**src/rtl/oflow_score_calc_pkg.sv**
```systemverilog
// ============================================================================
// Module   : oflow_score_calc_pkg
// Purpose  : Shared types for the score-calc best-match stage.
// Revision : 1.0  initial release
// ============================================================================
`default_nettype none

package oflow_score_calc_pkg;

    localparam int SCORE_LEN = 16;
    localparam int ID_LEN    = 12;

    typedef enum logic [1:0] {
        IDLE_ST   = 2'd0,
        ACC_ST    = 2'd1,
        REPORT_ST = 2'd2
    } sm_type_t;

    typedef struct packed {
        logic [SCORE_LEN-1:0] score;
        logic [ID_LEN-1:0]    id;
    } cand_t;

endpackage

`default_nettype wire

```
**src/rtl/oflow_score_calc_best_match_if.sv**
```systemverilog
// ============================================================================
// Module   : oflow_score_calc_best_match_if
// Purpose  : Score strobes in, best-match result out. OFLOW_SECOND_BEST_EN
//            adds the second-best score signals.
// Revision : 1.0  initial release
// ============================================================================
`default_nettype none

interface oflow_score_calc_best_match_if #(
    parameter int SCORE_LEN = oflow_score_calc_pkg::SCORE_LEN,
    parameter int ID_LEN    = oflow_score_calc_pkg::ID_LEN,
    parameter int CNT_LEN   = 8
);
    logic                 start_score_calc;
    logic                 done_score_calc;
    logic                 score_valid_0;
    logic [SCORE_LEN-1:0] score_0;
    logic [ID_LEN-1:0]    id_0;
    logic                 score_valid_1;
    logic [SCORE_LEN-1:0] score_1;
    logic [ID_LEN-1:0]    id_1;
    logic [SCORE_LEN-1:0] best_score;
    logic [ID_LEN-1:0]    best_id;
    logic                 best_found;
    logic [CNT_LEN-1:0]   cand_cnt;
    logic                 done_best_match;
`ifdef OFLOW_SECOND_BEST_EN
    logic [SCORE_LEN-1:0] second_score;
    logic                 second_valid;
`endif

    modport slave (
        input  start_score_calc, done_score_calc,
        input  score_valid_0, score_0, id_0,
        input  score_valid_1, score_1, id_1,
        output best_score, best_id, best_found, cand_cnt, done_best_match
`ifdef OFLOW_SECOND_BEST_EN
        , output second_score, second_valid
`endif
    );

    modport master (
        output start_score_calc, done_score_calc,
        output score_valid_0, score_0, id_0,
        output score_valid_1, score_1, id_1,
        input  best_score, best_id, best_found, cand_cnt, done_best_match
`ifdef OFLOW_SECOND_BEST_EN
        , input second_score, second_valid
`endif
    );

endinterface

`default_nettype wire

```
**src/rtl/oflow_score_calc_min_cmp.sv**
```systemverilog
// ============================================================================
// Module   : oflow_score_calc_min_cmp
// Purpose  : Pick the lower of two candidates, ties broken by lower ID.
//            OFLOW_SECOND_BEST_EN also exposes the losing score.
// Revision : 1.0  initial release
// ============================================================================
`default_nettype none

module oflow_score_calc_min_cmp #(
    parameter int SCORE_LEN = 16,
    parameter int ID_LEN    = 12
) (
    input  wire logic                 i_a_vld,
    input  wire logic [SCORE_LEN-1:0] i_a_score,
    input  wire logic [ID_LEN-1:0]    i_a_id,
    input  wire logic                 i_b_vld,
    input  wire logic [SCORE_LEN-1:0] i_b_score,
    input  wire logic [ID_LEN-1:0]    i_b_id,
`ifdef OFLOW_SECOND_BEST_EN
    output logic                      o_lose_vld,
    output logic [SCORE_LEN-1:0]      o_lose_score,
`endif
    output logic [SCORE_LEN-1:0]      o_win_score,
    output logic [ID_LEN-1:0]         o_win_id
);

    logic w_a_wins;

    // A full (score, id) tie goes to A; both sides are identical then anyway.
    assign w_a_wins = i_a_vld && (!i_b_vld || (i_a_score < i_b_score) ||
                                  ((i_a_score == i_b_score) && (i_a_id <= i_b_id)));

    assign o_win_score = w_a_wins ? i_a_score : i_b_score;
    assign o_win_id    = w_a_wins ? i_a_id    : i_b_id;

`ifdef OFLOW_SECOND_BEST_EN
    assign o_lose_vld   = i_a_vld & i_b_vld;
    assign o_lose_score = w_a_wins ? i_b_score : i_a_score;
`endif

endmodule

`default_nettype wire

```
**src/rtl/oflow_score_calc_best_match.sv**
```systemverilog
// ============================================================================
// Module   : oflow_score_calc_best_match
// Purpose  : Track the minimum-score candidate over a score-calc pass and
//            publish it with a one-cycle pulse. OFLOW_SECOND_BEST_EN adds
//            second-best score tracking.
// Revision : 1.0  initial release
// ============================================================================
`default_nettype none

module oflow_score_calc_best_match #(
    parameter int                   SCORE_LEN       = 16,
    parameter int                   ID_LEN          = 12,
    parameter logic [SCORE_LEN-1:0] MATCH_THRESHOLD = 16'h0FFF,
    parameter int                   CNT_LEN         = 8
) (
    input wire logic                   clk,
    input wire logic                   reset_N,
    oflow_score_calc_best_match_if.slave bus
);
    import oflow_score_calc_pkg::*;

    sm_type_t             r_state;
    logic [SCORE_LEN-1:0] r_best_score;
    logic [ID_LEN-1:0]    r_best_id;
    logic                 r_best_found;
    logic [CNT_LEN-1:0]   r_cand_cnt;
    logic                 r_done;

    logic                 w_acc0, w_acc1, w_pick_vld;
    logic [SCORE_LEN-1:0] w_pick_score, w_new_score;
    logic [ID_LEN-1:0]    w_pick_id, w_new_id;
    logic [CNT_LEN:0]     w_cnt_sum;
    logic [CNT_LEN-1:0]   w_cnt_next;

    assign w_acc0     = bus.score_valid_0 && (bus.score_0 <= MATCH_THRESHOLD);
    assign w_acc1     = bus.score_valid_1 && (bus.score_1 <= MATCH_THRESHOLD);
    assign w_pick_vld = w_acc0 | w_acc1;

    assign w_cnt_sum  = {1'b0, r_cand_cnt} + {{CNT_LEN{1'b0}}, w_acc0}
                                           + {{CNT_LEN{1'b0}}, w_acc1};
    assign w_cnt_next = w_cnt_sum[CNT_LEN] ? {CNT_LEN{1'b1}} : w_cnt_sum[CNT_LEN-1:0];

`ifdef OFLOW_SECOND_BEST_EN
    logic                 r_second_valid;
    logic [SCORE_LEN-1:0] r_second_score;
    logic                 w_lose1_vld, w_lose2_vld, w_sec_vld;
    logic [SCORE_LEN-1:0] w_lose1_score, w_lose2_score, w_sec_score;
`endif

    oflow_score_calc_min_cmp #(.SCORE_LEN(SCORE_LEN), .ID_LEN(ID_LEN)) u_cmp_slots (
        .i_a_vld     (w_acc0),
        .i_a_score   (bus.score_0),
        .i_a_id      (bus.id_0),
        .i_b_vld     (w_acc1),
        .i_b_score   (bus.score_1),
        .i_b_id      (bus.id_1),
`ifdef OFLOW_SECOND_BEST_EN
        .o_lose_vld  (w_lose1_vld),
        .o_lose_score(w_lose1_score),
`endif
        .o_win_score (w_pick_score),
        .o_win_id    (w_pick_id)
    );

    // Running best only counts as a real candidate once something was accepted.
    oflow_score_calc_min_cmp #(.SCORE_LEN(SCORE_LEN), .ID_LEN(ID_LEN)) u_cmp_best (
        .i_a_vld     (w_pick_vld),
        .i_a_score   (w_pick_score),
        .i_a_id      (w_pick_id),
        .i_b_vld     (r_best_found),
        .i_b_score   (r_best_score),
        .i_b_id      (r_best_id),
`ifdef OFLOW_SECOND_BEST_EN
        .o_lose_vld  (w_lose2_vld),
        .o_lose_score(w_lose2_score),
`endif
        .o_win_score (w_new_score),
        .o_win_id    (w_new_id)
    );

`ifdef OFLOW_SECOND_BEST_EN
    // Second best = min of held second, slot-pair loser, displaced/losing best.
    always_comb begin
        w_sec_vld   = r_second_valid;
        w_sec_score = r_second_score;
        if (w_lose1_vld && (!w_sec_vld || (w_lose1_score < w_sec_score))) begin
            w_sec_vld   = 1'b1;
            w_sec_score = w_lose1_score;
        end
        if (w_lose2_vld && (!w_sec_vld || (w_lose2_score < w_sec_score))) begin
            w_sec_vld   = 1'b1;
            w_sec_score = w_lose2_score;
        end
    end
`endif

    always_ff @(posedge clk or negedge reset_N) begin
        if (!reset_N) begin
            r_state        <= IDLE_ST;
            r_best_score   <= {SCORE_LEN{1'b1}};
            r_best_id      <= '0;
            r_best_found   <= 1'b0;
            r_cand_cnt     <= '0;
            r_done         <= 1'b0;
`ifdef OFLOW_SECOND_BEST_EN
            r_second_score <= {SCORE_LEN{1'b1}};
            r_second_valid <= 1'b0;
`endif
        end else begin
            r_done <= 1'b0;
            case (r_state)
                IDLE_ST, ACC_ST: begin
                    if (bus.start_score_calc) begin
                        r_state        <= ACC_ST;
                        r_best_score   <= {SCORE_LEN{1'b1}};
                        r_best_id      <= '0;
                        r_best_found   <= 1'b0;
                        r_cand_cnt     <= '0;
`ifdef OFLOW_SECOND_BEST_EN
                        r_second_score <= {SCORE_LEN{1'b1}};
                        r_second_valid <= 1'b0;
`endif
                    end else if (r_state == ACC_ST) begin
                        if (w_pick_vld) begin
                            r_best_score <= w_new_score;
                            r_best_id    <= w_new_id;
                            r_best_found <= 1'b1;
                        end
                        r_cand_cnt <= w_cnt_next;
`ifdef OFLOW_SECOND_BEST_EN
                        r_second_score <= w_sec_score;
                        r_second_valid <= w_sec_vld;
`endif
                        if (bus.done_score_calc) begin
                            r_state <= REPORT_ST;
                            r_done  <= 1'b1;
                        end
                    end
                end
                REPORT_ST: r_state <= IDLE_ST;
                default:   r_state <= IDLE_ST;
            endcase
        end
    end

    assign bus.best_score      = r_best_score;
    assign bus.best_id         = r_best_id;
    assign bus.best_found      = r_best_found;
    assign bus.cand_cnt        = r_cand_cnt;
    assign bus.done_best_match = r_done;
`ifdef OFLOW_SECOND_BEST_EN
    assign bus.second_score    = r_second_score;
    assign bus.second_valid    = r_second_valid;
`endif

endmodule

`default_nettype wire

```
**src/flat_wrapper.sv**
```systemverilog
// flat-port wrapper written by rule: the top's interface ports become plain ports
module oflow_score_calc_best_match_flat import oflow_score_calc_pkg::*;
#(
    parameter int                   SCORE_LEN       = 16,
    parameter int                   ID_LEN          = 12,
    parameter logic [SCORE_LEN-1:0] MATCH_THRESHOLD = 16'h0FFF,
    parameter int                   CNT_LEN         = 8
)
  (clk, reset_N, bus_start_score_calc, bus_done_score_calc, bus_score_valid_0, bus_score_0, bus_id_0, bus_score_valid_1, bus_score_1, bus_id_1, bus_best_score, bus_best_id, bus_best_found, bus_cand_cnt, bus_done_best_match);
  oflow_score_calc_best_match_if #(.SCORE_LEN(SCORE_LEN), .ID_LEN(ID_LEN), .CNT_LEN(CNT_LEN)) bus_i ();
  input wire logic clk;
  input wire logic reset_N;
  input wire logic [$bits(bus_i.start_score_calc)-1:0] bus_start_score_calc;
  input wire logic [$bits(bus_i.done_score_calc)-1:0] bus_done_score_calc;
  input wire logic [$bits(bus_i.score_valid_0)-1:0] bus_score_valid_0;
  input wire logic [$bits(bus_i.score_0)-1:0] bus_score_0;
  input wire logic [$bits(bus_i.id_0)-1:0] bus_id_0;
  input wire logic [$bits(bus_i.score_valid_1)-1:0] bus_score_valid_1;
  input wire logic [$bits(bus_i.score_1)-1:0] bus_score_1;
  input wire logic [$bits(bus_i.id_1)-1:0] bus_id_1;
  output wire logic [$bits(bus_i.best_score)-1:0] bus_best_score;
  output wire logic [$bits(bus_i.best_id)-1:0] bus_best_id;
  output wire logic [$bits(bus_i.best_found)-1:0] bus_best_found;
  output wire logic [$bits(bus_i.cand_cnt)-1:0] bus_cand_cnt;
  output wire logic [$bits(bus_i.done_best_match)-1:0] bus_done_best_match;
  assign bus_i.start_score_calc = bus_start_score_calc;
  assign bus_i.done_score_calc = bus_done_score_calc;
  assign bus_i.score_valid_0 = bus_score_valid_0;
  assign bus_i.score_0 = bus_score_0;
  assign bus_i.id_0 = bus_id_0;
  assign bus_i.score_valid_1 = bus_score_valid_1;
  assign bus_i.score_1 = bus_score_1;
  assign bus_i.id_1 = bus_id_1;
  assign bus_best_score = bus_i.best_score;
  assign bus_best_id = bus_i.best_id;
  assign bus_best_found = bus_i.best_found;
  assign bus_cand_cnt = bus_i.cand_cnt;
  assign bus_done_best_match = bus_i.done_best_match;
  oflow_score_calc_best_match #(.SCORE_LEN(SCORE_LEN), .ID_LEN(ID_LEN), .MATCH_THRESHOLD(MATCH_THRESHOLD), .CNT_LEN(CNT_LEN)) u_core (.clk(clk), .reset_N(reset_N), .bus(bus_i));
endmodule
```
**config.mk**
```make
export PLATFORM = sky130hd
export DESIGN_NAME = oflow_score_calc_best_match_flat
export DESIGN_NICKNAME = d
export VERILOG_FILES = /design/src/rtl/oflow_score_calc_pkg.sv /design/src/rtl/oflow_score_calc_best_match_if.sv /design/src/rtl/oflow_score_calc_min_cmp.sv /design/src/rtl/oflow_score_calc_best_match.sv /design/src/flat_wrapper.sv
export SDC_FILE = /design/constraint.sdc
export NUM_CORES = 1
export LEC_CHECK = 0
export BUFFER_PORTS_ARGS = -buffer_cell sky130_fd_sc_hd__buf_2
export CORE_MARGIN = 2
export CORE_UTILIZATION = 51
export CTS_BUF_LIST = sky130_fd_sc_hd__clkbuf_4
export DETAILED_ROUTE_END_ITERATION = 7
export GPL_TIMING_DRIVEN = 0
export HOLD_SLACK_MARGIN = 0.08
export PLACE_DENSITY = 0.79
export SLEW_MARGIN = 20
export SYNTH_ARGS = -nofsm -noshare
export SYNTH_HDL_FRONTEND = slang
export SYNTH_SLANG_ARGS = --single-unit
```
**constraint.sdc**
```tcl
create_clock -name clk -period 2.4 [get_ports clk]
set_input_delay 0 -clock clk [delete_from_list [all_inputs] [get_ports clk]]
set_output_delay 0 -clock clk [all_outputs]
set_load 0.03 [all_outputs]
```
==> flow_metrics.py <==
metrics = {
    "logic_synthesis": {
        "synth-edff-count": 0,
        "synth_area_leader_cell": "ha_1",
        "synth_warnings": 0,
        "post-synth-top-area-fraction_pct": 16.40,
        "ys_top_cells_by_count": "inv_1 (62), ha_1 (57), nand4_1 (34), a22o_1 (33), a21oi_1 (32)",
        "synthFlopType": "dfrtp_1",
        "synth_area_leaders": "ha_1 (16%), dfrtp_1 (14%), dfstp_2 (9.7%)",
        "syn_area_sq_mm": 0.004349,
        "synth_seq_cells": 40,
        "yosys.cell_types.count": 56,
        "yosysMostFrequentCell": "inv_1",
        "syn_avg_cell_area_sq_um": 8.698,
        "synthCells": 500,
        "synthArstFlopShare_pct": 100.0,
        "ys_seq_area_share_pct": 23.48,
        "syn_nets": 620,
    },
    "pwr": {
        "p_clk_share_pct": 28.1,
        "pwr-share-comb_pct": 42.6,
        "power.density_mw_per_mm2": 356.0,
        "swShare_pct": 34.51,
        "p_int_mw": 1.602,
        "vdd_drop_max_mv": 0.3830,
        "power_frac_seq_pct": 29.4,
        "p_sw_mw": 0.8444,
        "p_leak_nw": 3.057,
    },
    "clock_tree": {
        "clock-sinks": 40,
        "cts-root-buf": "clkbuf_4",
        "path_clk_slew_ns": 0.13,
        "clock_latency_ns": 0.38,
        "htree_num_levels": 2,
        "clockBufferDepth": 2,
        "cts_buffers": 5,
        "cts_tree": "done",
    },
    "cells_and_area": {
        "num_antenna_cells": 0,
        "drive_gt1_share_pct": 51.63,
        "final.fill_count": 430,
        "fin_area_sq_mm": 0.006872,
        "syn2layout_area_growth_pct": 58.00,
        "fin_nets": 793,
        "stdcell_count": 779,
    },
    "die": {
        "die_area_sq_mm": 0.009282,
        "chipWidth_microns": 96.35,
        "fp.coreArea_sq_mm": 0.008258,
        "rows": 33,
        "io_pins": 100,
        "die_h_microns": 96.35,
        "initial_core_util_pct": 52.67,
    },
    "critical_path": {
        "crit_chain": "buf_12 > ha_4 > buf_4 > a21oi_1 > o21ai_0 > a22oi_1 > nand3_2 > buf_8 > a31oi_4 > nor2_1 > ha_1 > nand4_1 > or4_4 > o211ai_4 > a31oi_4 > buf_6 > a22o_1",
        "critPathLaunch": "bus_score_0[7]",
        "cp_max_fo": 10,
        "crit_path_end_kind": "flop",
        "worst-path-buf-inv": 4,
        "r2r_cells": 8,
        "crit_type": "in -> reg",
        "rrSetupSlack_ns": -0.29,
        "r2r-start": "u_core.bus.best_score[14]",
        "path_depth": 17,
        "crit_path_start_kind": "input pin",
        "cpPeakStageDelay_ns": 0.57,
        "slowest_stage": "or4_4",
        "crit_top_cell": "a31oi_4",
        "rr_endpoint": "u_core.bus.best_id[2]",
        "cp.required_ns": 2.66,
        "critPathTopFamily": "compound AO/OA/AOI/OAI gates",
        "cp.arrival_ns": 3.84,
        "crit_path_end": "u_core.bus.best_id[2]",
    },
    "sta": {
        "slew_headroom_pct": 31.80,
        "worst_slew_pin_slew_ns": 1.023,
        "fmax_mhz": 279.3,
        "setup_slack_ns": -1.180,
        "post-route-period-util_pct": 149.2,
        "finalHoldViolations": 0,
        "finalSetupViolCount": 28,
        "clock_skew_ns": 0.01655,
        "maxSlewViolCount": 0,
        "rsz0062_at_grt": "true",
        "finalCriticalPeriod_ns": 3.580,
    },
    "global_routing": {
        "grt_max_degree": 41,
        "grt_pass1_vias": 5111,
        "antenna_found_initial": 0,
        "grt_util_all_layers_pct": 34.27,
        "overflow": 0,
        "grt_pass1_wl_microns": 24510,
    },
    "status": {
        "status": "complete, but fails checks",
        "violations": "setup timing",
    },
    "min_path": {
        "hold_class": "in -> reg",
        "holdPathStages": 4,
    },
    "drt": {
        "drc": 0,
        "drt-initial-drc-count": 465,
        "dr.pass1.iters": 8,
        "routed_via_density": 6.655,
        "wl_per_cell_microns": 22.72,
        "drt-total-wl_microns": 17700,
        "vias": 5184,
        "ant_nets": 0,
    },
    "place": {
        "routabilityCongestion": 0.9564,
        "dp_hpwl_microns": 10080,
        "place_inst": 704,
        "io_buffers": 99,
        "place_ws_ns": -1.669,
        "post_dp_cell_area_sq_mm": 0.005261,
    },
    "run": {
        "cap_viol_max_count": 0,
    },
}
stage by stage:
step                      total power [mW]  utilization, %  TNS, ns  hold WS, ns
after floorplan                      1.190               -   -23.84      -0.2956
after global routing                 2.533           83.21   -37.18      0.08980
after global placement               1.396           63.71   -45.39       0.1688
after CTS                            2.280           77.06   -25.21      0.08307
after detailed placement             1.427           63.71   -49.07       0.1843
final                                2.446           83.21   -30.76      0.07591
final cells by class:
cell class                 instances  area, sq um  share of cell area (%)
inverter                          63        269.0                   3.915
buffer                            33        276.5                   4.024
tap                              105        131.4                   1.912
clock buffer                       5        37.54                  0.5462
sequential                        40         1021                   14.86
multi-input combinational        364         3791                   55.17
clock inverter                     3        90.09                   1.311
timing repair buffer             166         1255                   18.26
worst min-delay path by stage:
stage                        start                  endpoint  slack [ns]
floorplan                  reset_N     u_core.bus.best_found       -0.30
global placement           reset_N     u_core.bus.best_id[0]        0.17
detailed placement         reset_N     u_core.bus.best_id[7]        0.18
CTS                    bus_id_0[3]     u_core.bus.best_id[3]        0.08
global route        bus_score_0[7]  u_core.bus.best_score[7]        0.09
finish              bus_score_0[7]  u_core.bus.best_score[7]        0.08
cell usage in the layout (no fill, tap or decap), drive strengths merged, types with 2 or more instances in the layout:
cell	instances
buf	182
inv	63
ha	57
nand4	35
a22o	33
a21oi	33
nand3	30
a31oi	28
dfrtp	24
nor2	24
o2111ai	22
nand2	21
dfstp	16
clkbuf	14
a2bb2oi	11
o21ai	9
dlygate4sd3	8
and3	8
a21o	7
nor2b	7
o211ai	6
and2	4
a22oi	4
nor3	4
a211oi	3
bufinv	3
a41oi	2
nor3b	2
or3	2
nor4	2
registers in the layout, indices dropped and copies added (netlist names):
| register | cells |
|---|---|
| u_core.bus.best_score | 16 |
| u_core.bus.best_id | 12 |
| u_core.bus.cand_cnt | 8 |
| u_core.r_state | 2 |
| u_core.bus.best_found | 1 |
| u_core.bus.done_best_match | 1 |
power by group through the flow:
stage / clock network (mW) / logic, mW / registers (mW)
after global routing: 0.701 / 1.11 / 0.721
after floorplan: 0 / 0.427 / 0.763
after global placement: 0 / 0.669 / 0.727
after CTS: 0.677 / 0.886 / 0.717
after detailed placement: 0 / 0.698 / 0.729
final: 0.687 / 1.04 / 0.719
per-layer routing:
| layer | vias to the layer above | share of wire (%) | routed length (microns) | GRT usage [%] |
|---|---|---|---|---|
| met1 | 2469 | 35 | 6146 | 39.30 |
| met2 | 346 | 51 | 8954 | 61.28 |
| li1 | 2275 | - | - | - |
| met5 | - | 0 | 0 | 0 |
| met3 | 94 | 8.8 | 1562 | 6.030 |
| met4 | 0 | 5.8 | 1033 | 16.43 |
cell families (layout without fill, tap and decap cells):
| group | count (synthesis) | after routing | share of synthesized area (%) |
|---|---|---|---|
| buffers and inverters | 96 | 270 | 9.896 |
| flip-flops | 40 | 40 | 23.48 |
| adder cells (fa/ha/maj) | 58 | 58 | 16.86 |
| multiplexers | 1 | 1 | 0.2302 |
| AND/OR/NAND/NOR | 141 | 141 | 19.59 |
| AO/OA/AOI/OAI | 164 | 164 | 29.95 |
worst min-delay path, stage by stage:
cell       delay, ns
buf_12          0.11
nand4_1         0.07
nand3_2         0.10
a2bb2oi_2       0.17
repair_timing:
action,in CTS,in global routing
hold buffers,8,0
endpoints found under the hold margin,32,0
setup buffers,39,14
resized for setup,99,89
pin swaps,60,52
cloned,6,0
setup endpoints to repair,35,33
Power figures use the tool's default switching activity.
